$ cat src/rtl/pwm_fader_if.sv
// pwm_fader_if: target-write port of the RGB level fader.
// The master side (software or encoder logic) drives a channel
// select and a target level; the fader answers with cfg_ready.
interface pwm_fader_if #(
    parameter int WIDTH = 8
);
    logic             cfg_valid;
    logic             cfg_ready;
    logic [1:0]       cfg_chan;
    logic [WIDTH-1:0] cfg_target;

    modport master (
        output cfg_valid,
        output cfg_chan,
        output cfg_target,
        input  cfg_ready
    );

    modport slave (
        input  cfg_valid,
        input  cfg_chan,
        input  cfg_target,
        output cfg_ready
    );
endinterface

$ cat src/rtl/pwm_fader.sv
// pwm_fader: walks the R, G and B PWM levels one LSB at a time toward
// per-channel targets, paced by a programmable prescaler, so colour
// changes ramp smoothly.
// Optional feature macro PWM_FADER_BROADCAST_EN: when defined, a write
// to channel 3 loads all three targets at once; when undefined such a
// write changes nothing and pulses cfg_err for one cycle.
module pwm_fader #(
    parameter int WIDTH     = 8,
    parameter int DIV_WIDTH = 16
) (
    input  logic                 clk,
    input  logic                 reset,
    pwm_fader_if.slave           cfg,
    input  logic [DIV_WIDTH-1:0] step_div,
    output logic [WIDTH-1:0]     level_r,
    output logic [WIDTH-1:0]     level_g,
    output logic [WIDTH-1:0]     level_b,
    output logic [2:0]           busy,
    output logic [2:0]           done,
    output logic                 cfg_err
);

    // Per-channel ramp direction, derived from level vs target each cycle
    typedef enum logic [1:0] {
        IDLE,
        UP,
        DOWN
    } dir_t;

    logic [DIV_WIDTH-1:0] cnt_q;
    logic [DIV_WIDTH-1:0] cnt_d;
    logic                 tick;
    logic                 accept;

    logic [WIDTH-1:0]     level_q  [3];
    logic [WIDTH-1:0]     level_d  [3];
    logic [WIDTH-1:0]     target_q [3];
    logic [WIDTH-1:0]     target_d [3];
    dir_t                 dir      [3];

    logic [2:0]           busy_q;
    logic [2:0]           busy_d;
    logic [2:0]           done_q;
    logic [2:0]           done_d;

    // No backpressure: the port is ready whenever we are out of reset
    assign cfg.cfg_ready = !reset;
    assign accept        = cfg.cfg_valid && !reset;

    // Prescaler: tick when the count reaches step_div, so a lowered
    // step_div that is already passed still ticks on the next cycle
    always_comb begin
        tick  = (cnt_q >= step_div);
        cnt_d = tick ? '0 : cnt_q + 1'b1;
    end

    // Target registers take a write on the edge it is accepted
    always_comb begin
        for (int n = 0; n < 3; n++) begin
            target_d[n] = target_q[n];
        end
        if (accept) begin
            for (int n = 0; n < 3; n++) begin
                if (cfg.cfg_chan == 2'(n)) begin
                    target_d[n] = cfg.cfg_target;
                end
            end
`ifdef PWM_FADER_BROADCAST_EN
            if (cfg.cfg_chan == 2'd3) begin
                for (int n = 0; n < 3; n++) begin
                    target_d[n] = cfg.cfg_target;
                end
            end
`endif
        end
    end

    // Step each channel toward its old target on a tick; since a step is
    // a single LSB toward the target it always lands on it and never wraps
    always_comb begin
        for (int n = 0; n < 3; n++) begin
            level_d[n] = level_q[n];
            if (level_q[n] == target_q[n]) begin
                dir[n] = IDLE;
            end else if (level_q[n] < target_q[n]) begin
                dir[n] = UP;
            end else begin
                dir[n] = DOWN;
            end
            if (tick) begin
                case (dir[n])
                    UP:      level_d[n] = level_q[n] + 1'b1;
                    DOWN:    level_d[n] = level_q[n] - 1'b1;
                    default: level_d[n] = level_q[n];
                endcase
            end
            done_d[n] = tick && (dir[n] != IDLE) && (level_d[n] == target_d[n]);
            busy_d[n] = (level_d[n] != target_d[n]);
        end
    end

    // State register for prescaler, levels, targets and status flags
    always_ff @(posedge clk) begin
        if (reset) begin
            cnt_q  <= '0;
            busy_q <= '0;
            done_q <= '0;
            for (int n = 0; n < 3; n++) begin
                level_q[n]  <= '0;
                target_q[n] <= '0;
            end
        end else begin
            cnt_q  <= cnt_d;
            busy_q <= busy_d;
            done_q <= done_d;
            for (int n = 0; n < 3; n++) begin
                level_q[n]  <= level_d[n];
                target_q[n] <= target_d[n];
            end
        end
    end

`ifdef PWM_FADER_BROADCAST_EN
    assign cfg_err = 1'b0;
`else
    logic err_q;

    // Flag a write to the unimplemented broadcast channel for one cycle
    always_ff @(posedge clk) begin
        if (reset) begin
            err_q <= 1'b0;
        end else begin
            err_q <= accept && (cfg.cfg_chan == 2'd3);
        end
    end

    assign cfg_err = err_q;
`endif

    assign level_r = level_q[0];
    assign level_g = level_q[1];
    assign level_b = level_q[2];
    assign busy    = busy_q;
    assign done    = done_q;

endmodule

$ cat src/flat_wrapper.sv
// flat-port wrapper written by rule: the top's interface ports become plain ports
module pwm_fader_flat 
#(
    parameter int WIDTH     = 8,
    parameter int DIV_WIDTH = 16
)
  (clk, reset, step_div, level_r, level_g, level_b, busy, done, cfg_err, cfg_cfg_valid, cfg_cfg_chan, cfg_cfg_target, cfg_cfg_ready);
  pwm_fader_if #(.WIDTH(WIDTH)) cfg_i ();
  input  logic clk;
  input  logic reset;
  input  logic [DIV_WIDTH-1:0] step_div;
  output logic [WIDTH-1:0] level_r;
  output logic [WIDTH-1:0] level_g;
  output logic [WIDTH-1:0] level_b;
  output logic [2:0] busy;
  output logic [2:0] done;
  output logic cfg_err;
  input wire logic [$bits(cfg_i.cfg_valid)-1:0] cfg_cfg_valid;
  input wire logic [$bits(cfg_i.cfg_chan)-1:0] cfg_cfg_chan;
  input wire logic [$bits(cfg_i.cfg_target)-1:0] cfg_cfg_target;
  output wire logic [$bits(cfg_i.cfg_ready)-1:0] cfg_cfg_ready;
  assign cfg_i.cfg_valid = cfg_cfg_valid;
  assign cfg_i.cfg_chan = cfg_cfg_chan;
  assign cfg_i.cfg_target = cfg_cfg_target;
  assign cfg_cfg_ready = cfg_i.cfg_ready;
  pwm_fader #(.WIDTH(WIDTH), .DIV_WIDTH(DIV_WIDTH)) u_core (.clk(clk), .reset(reset), .cfg(cfg_i), .step_div(step_div), .level_r(level_r), .level_g(level_g), .level_b(level_b), .busy(busy), .done(done), .cfg_err(cfg_err));
endmodule
$ cat config.mk
export PLATFORM = sky130hd
export DESIGN_NAME = pwm_fader_flat
export DESIGN_NICKNAME = d
export VERILOG_FILES = /design/src/rtl/pwm_fader_if.sv /design/src/rtl/pwm_fader.sv /design/src/flat_wrapper.sv
export SDC_FILE = /design/constraint.sdc
export NUM_CORES = 1
export LEC_CHECK = 0
export ABC_AREA = 1
export CAP_MARGIN = 20
export CORE_ASPECT_RATIO = 1.5
export CORE_MARGIN = 1
export CORE_UTILIZATION = 45
export DETAILED_ROUTE_END_ITERATION = 10
export PLACE_DENSITY_LB_ADDON = 0.3
export SETUP_SLACK_MARGIN = 0.2
export SYNTH_ARGS = -nofsm -noshare
export SYNTH_HDL_FRONTEND = slang
export SYNTH_SLANG_ARGS = --single-unit
$ cat constraint.sdc
create_clock -name clk -period 7.7 [get_ports clk]
set_input_delay 1.155 -clock clk [delete_from_list [all_inputs] [get_ports clk]]
set_output_delay 1.155 -clock clk [all_outputs]
set_load 0.005 [all_outputs]
# Yosys cells after proc, flatten, opt, wreduce, memory -nomap -nowiden
# Memories as Yosys holds them, arrays and structs flattened.
# Cells that the tools add are included.
# Widths: inputs -> output; s select.
# classes
addsub	7
mul	0
n_div	0
n_lt_le_gt_ge	4
n_eq_ne	18
shifts	0
mux	25
n_bitwise	6
n_reduce_logical	14
# ops
operator	n
$mux 8	12
$eq 8x8->1	6
$pmux 8 s2	3
$add 8x1->8 const B	3
$lt 8x8->1	3
$mux 24	1
$ne 8x8->1	3
$sub 8x1->8 const B	3
$add 16x1->16 const B	1
$ge 16x16->1	1
$mux 2	6
$eq 2x2->1 const B	5
$eq 2x1->1 const B	4
$logic_and 1x1->1	8
$or 1x1->1	6
$reduce_bool 2->1	3
$mux 1	3
$logic_not 2->1	1
$reduce_or 2->1	1
$logic_not 1->1	1
# word_totals
regBits	23
latch_bits	0
ramBits	48
mem_bits_ro	0
in_bits	29
output_inout_bits	32
word_cells	80
mem_count	2
# memory_table
memory	words	word_bits	read_ports	rd_clocked_by_memory_dff	write_ports	line	rtl
u_core.level_q	3	8	3	0	3	pwm_fader.sv:35	logic [WIDTH-1:0] level_q [3];
u_core.target_q	3	8	3	0	3	pwm_fader.sv:37	logic [WIDTH-1:0] target_q [3];

# Logic depth before layout (Yosys ltp)
# depth
depth_word	8
mapped_depth	28
depth_no_buf	28

# Worst setup path before layout
# No wires, ideal clock.
# synth_timing
path_kind	input-to-reg
from	input step_div[15]
to	register u_core.busy_q[2], in the netlist u_core.busy[2]
setup_time_ps	128
arrival_ps	2713
required_ps	7572
setup_slack_ps	4859
cell_stages	14
cell_sequence	inv_1 -> ha_1 -> nand2_1 -> o21ai_1 -> a21oi_4 -> nand3_4 -> buf_6 -> nand2_1 -> nand2_1 -> xor2_1 -> nor2_1 -> nand2_1 -> nor2_1 -> nor2_1
# synth_between
elab_chain_len	3
# synth_lines
item	line	rtl
start: declaration	flat_wrapper.sv:11	input logic [DIV_WIDTH-1:0] step_div;
$ge 16x16->1	pwm_fader.sv:53	tick = (cnt_q >= step_div);
$mux 8	pwm_fader.sv:90	if (tick) begin
$ne 8x8->1	pwm_fader.sv:98	busy_d[n] = (level_d[n] != target_d[n]);
end signal: assignment	pwm_fader.sv:114	busy_q <= busy_d;
end: declaration	pwm_fader.sv:41	logic [2:0] busy_q;
# Every way passes these cells.
# A chain may end at the register's enable or synchronous reset.

# Worst setup path after layout
# Ends and elaborated chain as after synthesis.

==> flow_metrics.py <==
metrics = {
    "worst_setup_path": {
        "worstRegToRegCells": 21,
        "crit_required_ns": 7.89,
        "critPathArrivalTime_ns": 4.15,
        "cp-start-kind": "input port",
        "critical_path.startpoint": "step_div[15]",
        "cp-end-kind": "register",
        "worstReg2RegStart": "u_core.level_q[0][21]",
        "reg2reg_slack_ns": 4.40,
        "crit_path_end": "u_core.busy[2]",
        "reg2reg_to": "u_core.busy[2]",
        "critPathKind": "in2reg",
        "crit_fanout": 31,
    },
    "clocking": {
        "cts_resized": 0,
        "insertion_delay_ns": 0.33,
        "cts_tree": "yes",
        "postCtsSetupBuffers": 0,
        "cts_hold_buf": 0,
        "numCtsBuffers": 9,
        "cts-root-buf": "clkbuf_16",
        "cts.htree.levels": 3,
        "clock-sinks": 71,
        "cts.path.max_buffers": 2,
        "cts.clk_slew.worst_paths_ns": 0.06,
    },
    "synthesis": {
        "synth_seq_cells": 71,
        "synth_top_area_cell": "dfxtp_1",
        "synth_nets": 946,
        "synth_top_family_by_area": "simple AND/OR/NAND/NOR gates",
        "muxShareOfSynthArea": 0.00181,
        "synth_cells": 852,
        "syn_avg_cell_area_sq_um": 6.50,
        "synthAdderAreaFrac": 0.151,
        "yosys_warnings": 0,
        "seq_area_frac_synth": 0.257,
        "synth-simple-area-share": 0.360,
        "yosys.cell_types.count": 36,
        "synth-xor-area-share": 0.0348,
        "ys_top_cells_by_area": "dfxtp_1 (26%), nand2_1 (17%), ha_1 (14%)",
        "yosysTopAreaCellShare": 0.257,
        "synth-compound-area-share": 0.0757,
        "syn_area_sq_um": 5540,
    },
    "detailed_routing": {
        "num_vias": 5329,
        "firstDrtPassIters": 4,
        "routedWlPerCell_microns": 12.4,
        "vias_per_cell": 5.03,
        "drc": 0,
        "drt-initial-drc-count": 243,
        "antenna_left": 0,
        "wl_microns": 13200,
    },
    "sta": {
        "worstMarginPinSlew_ns": 0.737,
        "setup_viol": 0,
        "slew_viol_final": 0,
        "fin_crit_sh": 0.513,
        "fin_crit_ns": 3.95,
        "fin_tns_setup_ns": 0,
        "hold_viol": 0,
        "fin_skew_ns": 0.00683,
        "rsz0062_at_grt": "no",
        "max_freq_mhz": 253,
        "final.setup.worst_slack_ns": 3.75,
        "relSlewSlack": 0.508,
    },
    "place": {
        "port_buffers": 60,
        "dp_hpwl_microns": 10100,
        "globalplace.congestion": 0.879,
        "place_ws_ns": 3.47,
        "place_area_sq_um": 6190,
    },
    "floorplanning": {
        "row_count": 49,
        "core-area_sq_um": 12000,
        "die_area_sq_um": 12800,
        "io_pins": 61,
        "start_util": 0.461,
        "chipHeight_microns": 138,
        "dieWidth_microns": 92.6,
    },
    "global_route": {
        "grt_max_degree": 56,
        "first_global_vias": 5009,
        "grt_usage": 0.218,
        "grt_overflow_total": 0,
        "grt_first_pass_wirelength_microns": 22000,
        "antenna_found_initial": 0,
    },
    "worst_hold_path": {
        "hp-class": "reg2reg",
    },
    "finish": {
        "multi_input_area_sq_um": 3450,
        "area_growth_syn_to_layout_pct": 17.8,
        "seqCellArea_sq_um": 1420,
        "stdcell_area_sq_um": 6520,
        "diodes": 0,
        "layout-drive-gt1-share": 0.0397,
        "fin_nets": 996,
        "fill_cells": 1253,
    },
    "flow_run": {
        "max_cap_violations": 0,
    },
    "power_and_ir_drop": {
        "peakVddDrop_mv": 0.127,
        "p_leak_nw": 3.45,
        "power_density_nw_per_um2": 164,
    },
    "status": {
        "status": "finished, final reports clean",
    },
}
-- sequential cells by signal, summed over array words and instances, names as in the netlist --
register	cells
u_core.level_q	24
u_core.cfg_err	1
u_core.target_q	24
u_core.done	3
u_core.cnt_q	16
u_core.busy	3
-- final cells by class --
| type | count | share of cell area |
|---|---|---|
| Timing Repair Buffer | 61 | 0.0925 |
| Clock inverter | 6 | 0.0140 |
| Inverter | 139 | 0.0808 |
| Clock buffer | 10 | 0.0366 |
| Tap cell | 153 | 0.0293 |
| Multi-Input combinational cell | 620 | 0.529 |
| Sequential cell | 71 | 0.218 |
-- cell usage after synthesis, drive strengths merged --
cell type  instances
a21o               4
nand2b             2
ha                62
xnor2             12
nor2              94
inv              139
clkbuf             8
nand3b             4
nor3              10
mux2i              1
nand2            250
dfxtp             71
xor2              10
or2                2
o211ai             1
a21oi             37
nand4             34
o21ai             37
nand3             51
and3               1
buf               14
nor3b              5
fa                 3
-- metrics by stage --
| step | hold slack (ns) | util | power, W | std cells |
|---|---|---|---|---|
| after global placement | 0.445 | 0.515 | 0.000614 | 1044 |
| final | 0.469 | 0.543 | 0.00107 | 1060 |
| after detailed placement | 0.457 | 0.515 | 0.000616 | 1044 |
| after CTS | 0.472 | 0.543 | 0.00108 | 1060 |
| after floorplan | 0.430 | - | 0.000554 | 852 |
| after global routing | 0.505 | 0.543 | 0.00112 | 1060 |
-- metal layers --
metal / wire (microns) / vias up / global-route usage / share of wire
met1: 5680 / 2376 / 0.239 / 0.43
met2: 6600 / 105 / 0.400 / 0.50
met3: 336 / 37 / 0.0302 / 0.026
met5: 0 / - / 0 / 0
met4: 534 / 0 / 0.124 / 0.041
li1: - / 2811 / - / -
-- worst min-delay path by stage --
stage                    startpoint               to  slack, ns  cells past startpoint
floorplan           u_core.cnt_q[0]  u_core.cnt_q[0]       0.43                      1
global placement    u_core.cnt_q[0]  u_core.cnt_q[0]       0.45                      1
detailed placement  u_core.cnt_q[0]  u_core.cnt_q[0]       0.46                      1
CTS                 u_core.cnt_q[0]  u_core.cnt_q[0]       0.47                      1
global route        u_core.cnt_q[0]  u_core.cnt_q[0]       0.51                      1
finish              u_core.cnt_q[0]  u_core.cnt_q[0]       0.47                      1
-- power by group --
| group | total [W] | switching, W | internal, W |
|---|---|---|---|
| Clock | 0.000460 | 0.000165 | 0.000294 |
| Sequential | 0.000379 | 0.00000363 | 0.000376 |
| Combinational | 0.000230 | 0.000142 | 0.0000881 |
-- layout by cell type (no fill, tap or decap), drive strengths merged --
master,count
a21o,4
a21oi,37
and3,1
buf,2
bufinv,2
clkbuf,10
clkdlybuf4s50,59
clkinv,3
dfxtp,71
fa,3
ha,62
inv,140
mux2i,1
nand2,250
nand2b,2
nand3,51
nand3b,4
nand4,34
nor2,94
nor3,10
nor3b,5
o211ai,1
o21ai,37
or2,2
xnor2,12
xor2,10
-- cell families (layout without fill, tap and decap cells) --
group | after synthesis | after routing
simple gates | 453 | 453
buf+inv | 161 | 216
compound gates | 79 | 79
flops | 71 | 71
fa+ha+maj | 65 | 65
xor+xnor | 22 | 22
mux | 1 | 1
-- critical path, stage by stage --
cell and delay (ns):
clkdlybuf4s50_1 0.45, inv_1 0.04, ha_1 0.30, nand2_1 0.16, o21ai_1 0.13, a21oi_4 0.59
nand3_4 0.42, nand2_1 0.25, nand2_1 0.09, nand2_1 0.07, nand2_1 0.05, nor2_1 0.15
nand3_1 0.14, nor2_1 0.11, nor2_1 0.05
Note: power is estimated with default switching activity, not from simulation.
